===== src/rtl/muldiv_ctrl.sv =====
// muldiv_ctrl: sequencer between the main control unit and the iterative
// multiply/divide units. Captures MULT/DIV/MTHI/MTLO requests, runs the
// selected unit with a start level, bounds its run time, commits results
// into the architectural HI/LO registers and reports busy/done/exceptions.
// All outputs are registered.
//
// Optional build macro: MULDIV_LATENCY_STAT_EN adds w_LastLatency[7:0], the
// number of cycles from request capture to DRAIN entry of the last MULT/DIV.
module muldiv_ctrl #(
  parameter int TIMEOUT_CYCLES = 40,
  parameter int CNT_W          = 6
) (
  input  logic        Clock,
  input  logic        Reset,
  input  logic        w_OpReq,
  input  logic [1:0]  w_OpSel,
  input  logic [31:0] w_RsData,
  input  logic [31:0] w_RtData,
  output logic [31:0] w_OpA,
  output logic [31:0] w_OpB,
  output logic        w_MultStart,
  input  logic        w_MultStop,
  input  logic [31:0] w_MULTHI,
  input  logic [31:0] w_MULTLO,
  output logic        w_DivStart,
  input  logic        w_DivStop,
  input  logic [31:0] w_DIVHI,
  input  logic [31:0] w_DIVLO,
  output logic        w_MulDivRst,
  output logic [31:0] w_HI,
  output logic [31:0] w_LO,
  output logic        w_Busy,
  output logic        w_Done,
  output logic        w_DivZeroExc,
  output logic        w_Timeout
`ifdef MULDIV_LATENCY_STAT_EN
  ,
  output logic [7:0]  w_LastLatency
`endif
);

  typedef enum logic [1:0] {
    S_IDLE     = 2'd0,
    S_MULT_RUN = 2'd1,
    S_DIV_RUN  = 2'd2,
    S_DRAIN    = 2'd3
  } state_e;

  localparam logic [1:0] OP_MULT = 2'b00;
  localparam logic [1:0] OP_DIV  = 2'b01;
  localparam logic [1:0] OP_MTHI = 2'b10;
  localparam logic [1:0] OP_MTLO = 2'b11;

  // Last run-state count value before the operation is aborted.
  localparam logic [CNT_W-1:0] CNT_LAST = CNT_W'(TIMEOUT_CYCLES - 1);

  state_e            state_q, state_d;
  logic [CNT_W-1:0]  cnt_q, cnt_d;
  logic [31:0]       opa_q, opa_d;
  logic [31:0]       opb_q, opb_d;
  logic [31:0]       hi_q, hi_d;
  logic [31:0]       lo_q, lo_d;
  logic              mstart_q, mstart_d;
  logic              dstart_q, dstart_d;
  logic              busy_q, busy_d;
  logic              done_q, done_d;
  logic              dz_q, dz_d;
  logic              to_q, to_d;
  logic              mdrst_q, mdrst_d;

  // Stop and results of whichever unit is currently running; the other
  // unit's stop is ignored so a stale pulse cannot end the wrong operation.
  logic              sel_stop;
  logic [31:0]       sel_hi;
  logic [31:0]       sel_lo;

`ifdef MULDIV_LATENCY_STAT_EN
  logic [7:0]        lat_run_q, lat_run_d;
  logic [7:0]        lat_q, lat_d;

  function automatic logic [7:0] sat_inc8(input logic [7:0] v);
    return (v == 8'hFF) ? v : v + 8'd1;
  endfunction
`endif

  assign sel_stop = (state_q == S_MULT_RUN) ? w_MultStop : w_DivStop;
  assign sel_hi   = (state_q == S_MULT_RUN) ? w_MULTHI   : w_DIVHI;
  assign sel_lo   = (state_q == S_MULT_RUN) ? w_MULTLO   : w_DIVLO;

  // State and output registers; async reset aborts any operation in flight.
  always_ff @(posedge Clock or negedge Reset) begin
    if (!Reset) begin
      state_q  <= S_IDLE;
      cnt_q    <= '0;
      opa_q    <= '0;
      opb_q    <= '0;
      hi_q     <= '0;
      lo_q     <= '0;
      mstart_q <= 1'b0;
      dstart_q <= 1'b0;
      busy_q   <= 1'b0;
      done_q   <= 1'b0;
      dz_q     <= 1'b0;
      to_q     <= 1'b0;
      mdrst_q  <= 1'b1;
    end else begin
      state_q  <= state_d;
      cnt_q    <= cnt_d;
      opa_q    <= opa_d;
      opb_q    <= opb_d;
      hi_q     <= hi_d;
      lo_q     <= lo_d;
      mstart_q <= mstart_d;
      dstart_q <= dstart_d;
      busy_q   <= busy_d;
      done_q   <= done_d;
      dz_q     <= dz_d;
      to_q     <= to_d;
      mdrst_q  <= mdrst_d;
    end
  end

`ifdef MULDIV_LATENCY_STAT_EN
  // Latency statistic registers.
  always_ff @(posedge Clock or negedge Reset) begin
    if (!Reset) begin
      lat_run_q <= '0;
      lat_q     <= '0;
    end else begin
      lat_run_q <= lat_run_d;
      lat_q     <= lat_d;
    end
  end
`endif

  // Next-state and registered-output logic; pulses default low every cycle.
  always_comb begin
    state_d  = state_q;
    cnt_d    = cnt_q;
    opa_d    = opa_q;
    opb_d    = opb_q;
    hi_d     = hi_q;
    lo_d     = lo_q;
    mstart_d = mstart_q;
    dstart_d = dstart_q;
    busy_d   = busy_q;
    done_d   = 1'b0;
    dz_d     = 1'b0;
    to_d     = 1'b0;
    mdrst_d  = 1'b0;
`ifdef MULDIV_LATENCY_STAT_EN
    lat_run_d = lat_run_q;
    lat_d     = lat_q;
`endif

    unique case (state_q)
      S_IDLE: begin
        if (w_OpReq) begin
          unique case (w_OpSel)
            OP_MTHI: begin
              hi_d   = w_RsData;
              done_d = 1'b1;
            end
            OP_MTLO: begin
              lo_d   = w_RsData;
              done_d = 1'b1;
            end
            OP_MULT: begin
              opa_d    = w_RsData;
              opb_d    = w_RtData;
              mstart_d = 1'b1;
              busy_d   = 1'b1;
              cnt_d    = '0;
              state_d  = S_MULT_RUN;
`ifdef MULDIV_LATENCY_STAT_EN
              lat_run_d = 8'd1;
`endif
            end
            OP_DIV: begin
              if (w_RtData != 32'd0) begin
                opa_d    = w_RsData;
                opb_d    = w_RtData;
                dstart_d = 1'b1;
                busy_d   = 1'b1;
                cnt_d    = '0;
                state_d  = S_DIV_RUN;
`ifdef MULDIV_LATENCY_STAT_EN
                lat_run_d = 8'd1;
`endif
              end else begin
                // Zero divisor: never start the divider, report straight away.
                busy_d  = 1'b1;
                done_d  = 1'b1;
                dz_d    = 1'b1;
                mdrst_d = 1'b1;
                state_d = S_DRAIN;
`ifdef MULDIV_LATENCY_STAT_EN
                lat_d = 8'd1;
`endif
              end
            end
            default: ;
          endcase
        end
      end

      S_MULT_RUN, S_DIV_RUN: begin
        cnt_d = cnt_q + CNT_W'(1);
`ifdef MULDIV_LATENCY_STAT_EN
        lat_run_d = sat_inc8(lat_run_q);
`endif
        // Stop is checked first so a result arriving on the last allowed
        // cycle is still committed rather than reported as a timeout.
        if (sel_stop) begin
          hi_d     = sel_hi;
          lo_d     = sel_lo;
          mstart_d = 1'b0;
          dstart_d = 1'b0;
          done_d   = 1'b1;
          mdrst_d  = 1'b1;
          state_d  = S_DRAIN;
`ifdef MULDIV_LATENCY_STAT_EN
          lat_d = lat_run_q;
`endif
        end else if (cnt_q == CNT_LAST) begin
          mstart_d = 1'b0;
          dstart_d = 1'b0;
          to_d     = 1'b1;
          done_d   = 1'b1;
          mdrst_d  = 1'b1;
          state_d  = S_DRAIN;
`ifdef MULDIV_LATENCY_STAT_EN
          lat_d = lat_run_q;
`endif
        end
      end

      S_DRAIN: begin
        busy_d  = 1'b0;
        state_d = S_IDLE;
      end

      default: state_d = S_IDLE;
    endcase
  end

  assign w_OpA        = opa_q;
  assign w_OpB        = opb_q;
  assign w_MultStart  = mstart_q;
  assign w_DivStart   = dstart_q;
  assign w_MulDivRst  = mdrst_q;
  assign w_HI         = hi_q;
  assign w_LO         = lo_q;
  assign w_Busy       = busy_q;
  assign w_Done       = done_q;
  assign w_DivZeroExc = dz_q;
  assign w_Timeout    = to_q;
`ifdef MULDIV_LATENCY_STAT_EN
  assign w_LastLatency = lat_q;
`endif

endmodule

===== config.mk =====
export PLATFORM = sky130hd
export DESIGN_NAME = muldiv_ctrl
export DESIGN_NICKNAME = d
export VERILOG_FILES = /design/src/rtl/muldiv_ctrl.sv
export SDC_FILE = /design/constraint.sdc
export NUM_CORES = 1
export LEC_CHECK = 0
export ABC_CLOCK_PERIOD_IN_PS = 2700
export CAP_MARGIN = 25
export CORE_MARGIN = 4
export CORE_UTILIZATION = 31
export DETAILED_ROUTE_END_ITERATION = 6
export PLACE_DENSITY = 0.74
export SYNTH_ARGS = -nofsm -noshare
export SYNTH_HDL_FRONTEND = slang
export SYNTH_SLANG_ARGS = --single-unit

===== constraint.sdc =====
create_clock -name Clock -period 2.7 [get_ports Clock]
set_input_delay 0.675 -clock Clock [delete_from_list [all_inputs] [get_ports Clock]]
set_output_delay 0.675 -clock Clock [all_outputs]
set_load 0.005 [all_outputs]

==> metrics, run 1 <==
outcome complete, no violations; # H-tree levels 4; final instance area ~0.011 mm²; Gate power share 54.4%; Sw Pwr 5030 µW; Buf/Inv on CP 3; Port Buffers roughly 330; crit path time final ~2.5 ns; HPWL Detailed 17300 µm; CP Depth 8; initial antenna violation count 1; Longest Clk Path Bufs 2; CP Capture Type flip-flop; wire per inst 17.6 µm; antenna cells 0; largest net degree at the start of global routing 65; Final ANT Viol Nets 0; worst slack, placed -0.232 ns; P_leak 0.00496 µW; number of global-route vias before repair between 6000 and 7000; CTS Buf Count 17; first-pass GRT wire length 36200 µm; most common cell after layout, fill and taps aside clkdlybuf4s50_1; Top delay family on crit path buffers and inverters; RSZ-0062 raised after global routing no; crit path max fanout 22; clock-pin slew on the worst setup and hold paths 0.06 ns; post_cts resized 0; Clock Sink Count around 140; final setup margin between 0.15 and 0.2 ns; area grow syn2layout 61.1%; First DRT Iteration DRCs 226; Worst Reg-to-Reg Cells 7; flops & latches, synth 143; count of different cell masters after synthesis 34; Net Sw Frac 36.6%; Root Driver clkbuf_16; postcts setup bufs 0; Power Dens Cells 1200 mW/mm²; setup violators final 0; Power Total around 14000 µW; syn avg cell area between 10 and 15 µm²; # DRC 0; internal power roughly 8700 µW; Total GRT Usage 17.7%; Slew @ Worst Pin 0.437 ns; commonest non-fill, non-tap cells in the layout clkdlybuf4s50_1 (332), nand2_1 (150), dfrtp_1 (142), o21ai_0 (137), mux2i_1 (65); Non-Filler Instances 1301; CP peak stage delay 0.45 ns; GPL Wtd Cong 0.809; Worst EP required 2.99 ns; Die W 160 µm; Post-synth ARST share 100%; die area 0.0255 mm²; register share of total power 28.4%; final hold violations 0; Overflow after GRT 0; mapped cell area roughly 0.0071 mm²; Startpoint Class input pin; hold crit path type input pin to async pin; total number of vias approximately 6200; Layout Nets ~1200; Slew Limit Headroom 70.6%; Worst Skew 0.0112 ns; ys flop type dfrtp_1; fraction of layout instances using a drive strength above 1 13.4%; Chip Height 160 µm; fmax roughly 400 MHz; Final Slew Violations 0; Worst-Skew Late Latency approximately 0.42 ns; clock power share 17.1%; row count 55; drt first pass iters 5; peak supply drop approximately 0.65 mV; crit path kind input pin to flip-flop; Starting Density 31.5%; YS warnings 0; register-to-register setup slack 0.43 ns; Max Cap Violations 0; post-synth net total 869; Post-synth EDFFs 0; CP max stage cell clkdlybuf4s50_1; DP Cell Count 1270; CP Cell Sequence clkdlybuf4s50_1 -> nor4_1 -> buf_4 -> nand4_1 -> nor2_2 -> a21o_4 -> buf_12 -> mux2_4; TritonCTS clock tree yes; hold buffer count at CTS 0; CP arrival 2.80 ns; num ports about 330; Core ar. 0.0226 mm²; Total Wirelength 23000 µm; sequential element share of the synthesized area 50.2%; post-place instance area approximately 0.011 mm²; final worst path period share between 90 and 100%; Via density 4.79; Mapped Cells 664
## worst paths after layout
| kind | endpoint | start |
|---|---|---|
| max | w_OpA[25]$_DFFE_PN0P_ | w_RtData[21] |
| min | w_OpA[5]$_DFFE_PN0P_ | Reset |
| max reg2reg | w_OpA[25]$_DFFE_PN0P_ | state_q[1]$_DFFE_PN0P_ |
| min reg2reg | w_HI[28]$_DFFE_PN0P_ | w_HI[28]$_DFFE_PN0P_ |
| max in group asynchronous | w_LO[13]$_DFFE_PN0P_ | Reset |
| min in group Clock | w_HI[28]$_DFFE_PN0P_ | w_HI[28]$_DFFE_PN0P_ |
## stage by stage
stage	utilization [%]	hold slack (ns)	setup TNS, ns
after CTS	50.8	0.185	0
after detailed placement	48.2	0.469	-14.24
final	50.8	0.186	0
after floorplan	-	0.379	0
after global placement	48.2	0.461	-9.62
after global routing	50.8	0.203	0
## kinds of logic (layout without fill, tap and decap cells)
logic type | Yosys count | after routing | synth area share (%)
buffers and inverters | 48 | 400 | 4.30
AND/OR/NAND/NOR | 186 | 186 | 10.8
multiplexers | 131 | 131 | 22.7
AO/OA/AOI/OAI | 150 | 150 | 11.0
adder cells (fa/ha/maj) | 6 | 6 | 1.05
flip-flops | 143 | 143 | 50.2
## power groups by stage
stage	sequential (µW)	clock, µW	combinational, µW
global placement	3900	0	7420
finish	3900	2360	7480
floorplan	3940	0	3780
CTS	3910	2430	7610
global route	4040	2520	8240
detailed placement	3920	0	7580
## cells in the mapped netlist, types with 2 or more instances
library cell,n,share of area (%)
buf_1,6,0.32
nand3_1,7,0.49
o211ai_1,2,0.21
o21ai_0,137,9.6
mux2_2,6,0.95
inv_1,5,0.26
ha_1,6,1.1
mux2i_1,65,9.1
mux2_4,60,13
nand4_1,3,0.26
a21oi_1,4,0.28
o31ai_1,2,0.21
nor2_1,4,0.21
buf_2,10,0.70
nand2_1,152,8.0
nor4_1,9,0.79
or4_1,2,0.21
buf_12,7,2.0
nor2b_1,2,0.18
clkbuf_1,20,1.1
dfrtp_1,142,50
## worst register-to-register path: stages, from the launching register on
cell and delay [ns]:
dfrtp_1 0.40, inv_1 0.20, ha_1 0.39, nand2_1 0.14, or2_0 0.27, a21o_4 0.25
buf_12 0.19, mux2_4 0.33
## state kept, by name (all words and copies together), names as in the netlist
signal / flops
w_OpB: 32
state_q: 2
w_MultStart: 1
w_Timeout: 1
w_HI: 32
w_Busy: 1
w_OpA: 32
w_LO: 32
w_Done: 1
w_DivZeroExc: 1
w_DivStart: 1
cnt_q: 6
w_MulDivRst: 1
## layer usage
| metal | routed length, µm | GRT usage [%] | part of all wire [%] |
|---|---|---|---|
| met5 | 0 | 0 | 0 |
| met4 | 301 | 3.91 | 1.3 |
| met3 | 1550 | 5.32 | 6.8 |
| met2 | 11500 | 31.3 | 50 |
| met1 | 9580 | 21.3 | 42 |
## area by class of cell
type	count	area (µm²)
clock inverter	14	156
sequential	143	3580
multi-input combinational	473	3280
timing repair buffer	364	3680
clock buffer	17	425
tap	285	357
inverter	5	18.8
fill	2067	11100
Note: power is estimated with default switching activity, not from simulation.
==> run 2, diff against run 1 <==
MAX_ROUTING_LAYER = met4   (was default)
SLEW_MARGIN = 20   (was default)
==> run 2 against run 1 <==
Effect of this change: worst hold slack better by 0.00078 ns; design area did not move; sequential share of layout area stayed put; fmax increased by 0.43%; utilization stayed put; critical path type unchanged.
==> metrics, run 2 (synthesis gave the netlist of run 1 again) <==
Total GRT Usage 18.2% (was 17.7%); wire per inst 17.6 µm (about the same); die area 0.0255 mm² (unchanged); largest net degree at the start of global routing 65 (unchanged); crit path kind input pin to flip-flop (unchanged); Via density 4.76 (was 4.79); P_leak 0.00496 µW (unchanged); fmax 400 MHz (was 399 MHz); post_cts resized 0 (unchanged); worst slack, placed -0.232 ns (unchanged); final instance area 0.0115 mm² (unchanged); total number of vias 6196 (was 6234); CP Cell Sequence clkdlybuf4s50_1 -> nor4_1 -> buf_4 -> nand4_1 -> nor2_2 -> a21o_4 -> buf_12 -> mux2_4 (unchanged); hold crit path type input pin to async pin (unchanged); antenna cells 0 (unchanged); First DRT Iteration DRCs 244 (was 226); GPL Wtd Cong 0.820 (was 0.809); CP peak stage delay 0.45 ns (about the same); Max Cap Violations 0 (unchanged); fraction of layout instances using a drive strength above 1 13.4% (unchanged); most common cell after layout, fill and taps aside clkdlybuf4s50_1 (unchanged); Root Driver clkbuf_16 (unchanged); CP Capture Type flip-flop (unchanged); Layout Nets 1209 (unchanged); TritonCTS clock tree yes (unchanged); CP arrival 2.79 ns (was 2.80 ns); Worst Skew 0.0172 ns (was 0.0112 ns); Power Dens Cells 1190 mW/mm² (was 1200 mW/mm²); Startpoint Class input pin (unchanged); Top delay family on crit path buffers and inverters (unchanged); Worst EP required 3.00 ns (was 2.99 ns); crit path max fanout 22 (unchanged); CTS Buf Count 17 (unchanged); Buf/Inv on CP 3 (unchanged); number of global-route vias before repair 6586 (was 6562); Min Hold Slack 0.187 ns (was 0.186 ns); # H-tree levels 4 (unchanged); final worst path period share 92.5% (was 92.9%); Port Buffers 333 (unchanged); clock-pin slew on the worst setup and hold paths 0.06 ns (about the same); register share of total power 28.4% (about the same); clock power share 17.1% (about the same); Starting Density 31.5% (unchanged); M1 wire length 9770 µm (was 9580 µm); RSZ-0062 raised after global routing no (unchanged); hold buffer count at CTS 0 (unchanged); final hold violations 0 (unchanged); Core ar. 0.0226 mm² (unchanged); Core Util, Final 50.8% (unchanged); DR WL met3 1410 µm (was 1550 µm); outcome complete, no violations (unchanged); Final ANT Viol Nets 0 (unchanged); Final Slew Violations 0 (unchanged); setup violators final 0 (unchanged); Longest Clk Path Bufs 2 (unchanged); Die W 160 µm (unchanged); HPWL Detailed 17300 µm (unchanged); internal power 8710 µW (about the same); final setup margin 0.203 ns (was 0.192 ns); met2 wire length 11500 µm (unchanged); Net Sw Frac 36.5% (was 36.6%); first-pass GRT wire length 36100 µm (was 36200 µm); post-place instance area 0.0109 mm² (unchanged); drt first pass iters 4 (was 5); commonest non-fill, non-tap cells in the layout clkdlybuf4s50_1 (332), nand2_1 (150), dfrtp_1 (142), o21ai_0 (137), mux2i_1 (65) (unchanged); crit path time final 2.50 ns (was 2.51 ns); Chip Height 160 µm (unchanged); peak supply drop 0.640 mV (was 0.650 mV); CP max stage cell clkdlybuf4s50_1 (unchanged); num ports 334 (unchanged); Total Wirelength 22900 µm (was 23000 µm); Sw Pwr 5010 µW (was 5030 µW); Slew Limit Headroom 71.0% (was 70.6%); Worst-Skew Late Latency 0.42 ns (about the same); Gate power share 54.4% (about the same); postcts setup bufs 0 (unchanged); Overflow after GRT 0 (unchanged); Clock Sink Count 143 (unchanged); highest routed layer met4 (unchanged); # DRC 0 (unchanged); Slew @ Worst Pin 0.423 ns (was 0.437 ns); row count 55 (unchanged); area grow syn2layout 61.1% (unchanged); initial antenna violation count 1 (unchanged)
[run 2: cell counts in the layout (fill, tap and decap cells not counted)]
No cell type changed its count.
[run 2: power by group through the flow]
stage | Sequential (µW) | Combinational, µW | Clock, µW
2_1_floorplan | 3940 | 3780 | 0
5_1_grt | 4040 | 8230 | 2520
4_1_cts | 3910 | 7610 | 2430
3_3_place_gp | 3900 | 7420 | 0
3_5_place_dp | 3920 | 7580 | 0
6_report | 3900 | 7470 | 2350
[run 2: final timing paths]
check	startpoint	to	slack (ns)	cells past startpoint
max	w_RtData[21]	w_OpA[25]$_DFFE_PN0P_	0.20	8
min	Reset	w_OpA[5]$_DFFE_PN0P_	0.19	1
max reg2reg	state_q[1]$_DFFE_PN0P_	w_OpA[25]$_DFFE_PN0P_	0.45	7
min reg2reg	w_HI[3]$_DFFE_PN0P_	w_HI[3]$_DFFE_PN0P_	0.48	2
max in group asynchronous	Reset	w_DivZeroExc$_DFF_PN0_	1.86	2
min in group Clock	w_HI[3]$_DFFE_PN0P_	w_HI[3]$_DFFE_PN0P_	0.48	2
[run 2: per-stage QoR]
step | std cells | TNS (ns) | power [µW]
2_1_floorplan | 664 | 0 | 7720
4_1_cts | 1301 | 0 | 13900
3_3_place_gp | 1270 | -9.62 | 11300
6_report | 1301 | 0 | 13700
3_5_place_dp | 1270 | -14.24 | 11500
5_1_grt | 1301 | 0 | 14800
[run 2: worst register-to-register path: stages (launching register included)]
cell     delay, ns
dfrtp_1       0.40
inv_1         0.20
ha_1          0.38
nand2_1       0.14
or2_0         0.27
a21o_4        0.25
buf_12        0.18
mux2_4        0.33
[run 2: layout make-up]
class / instances / area, µm²
multi-input cells: 473 / 3280
clock buffers: 17 / 425
inverters: 5 / 18.8
repair buffers: 364 / 3680
clock inverters: 14 / 156
well taps: 285 / 357
flip-flops and latches: 143 / 3580
fillers: 2067 / 11100
[run 2: metal layers]
layer | up-vias | global-route usage, %
met3 | 15 | 4.95
met1 | 2964 | 21.5
met4 | 0 | 3.91
met5 | - | -
li1 | 2999 | -
met2 | 218 | 31.3
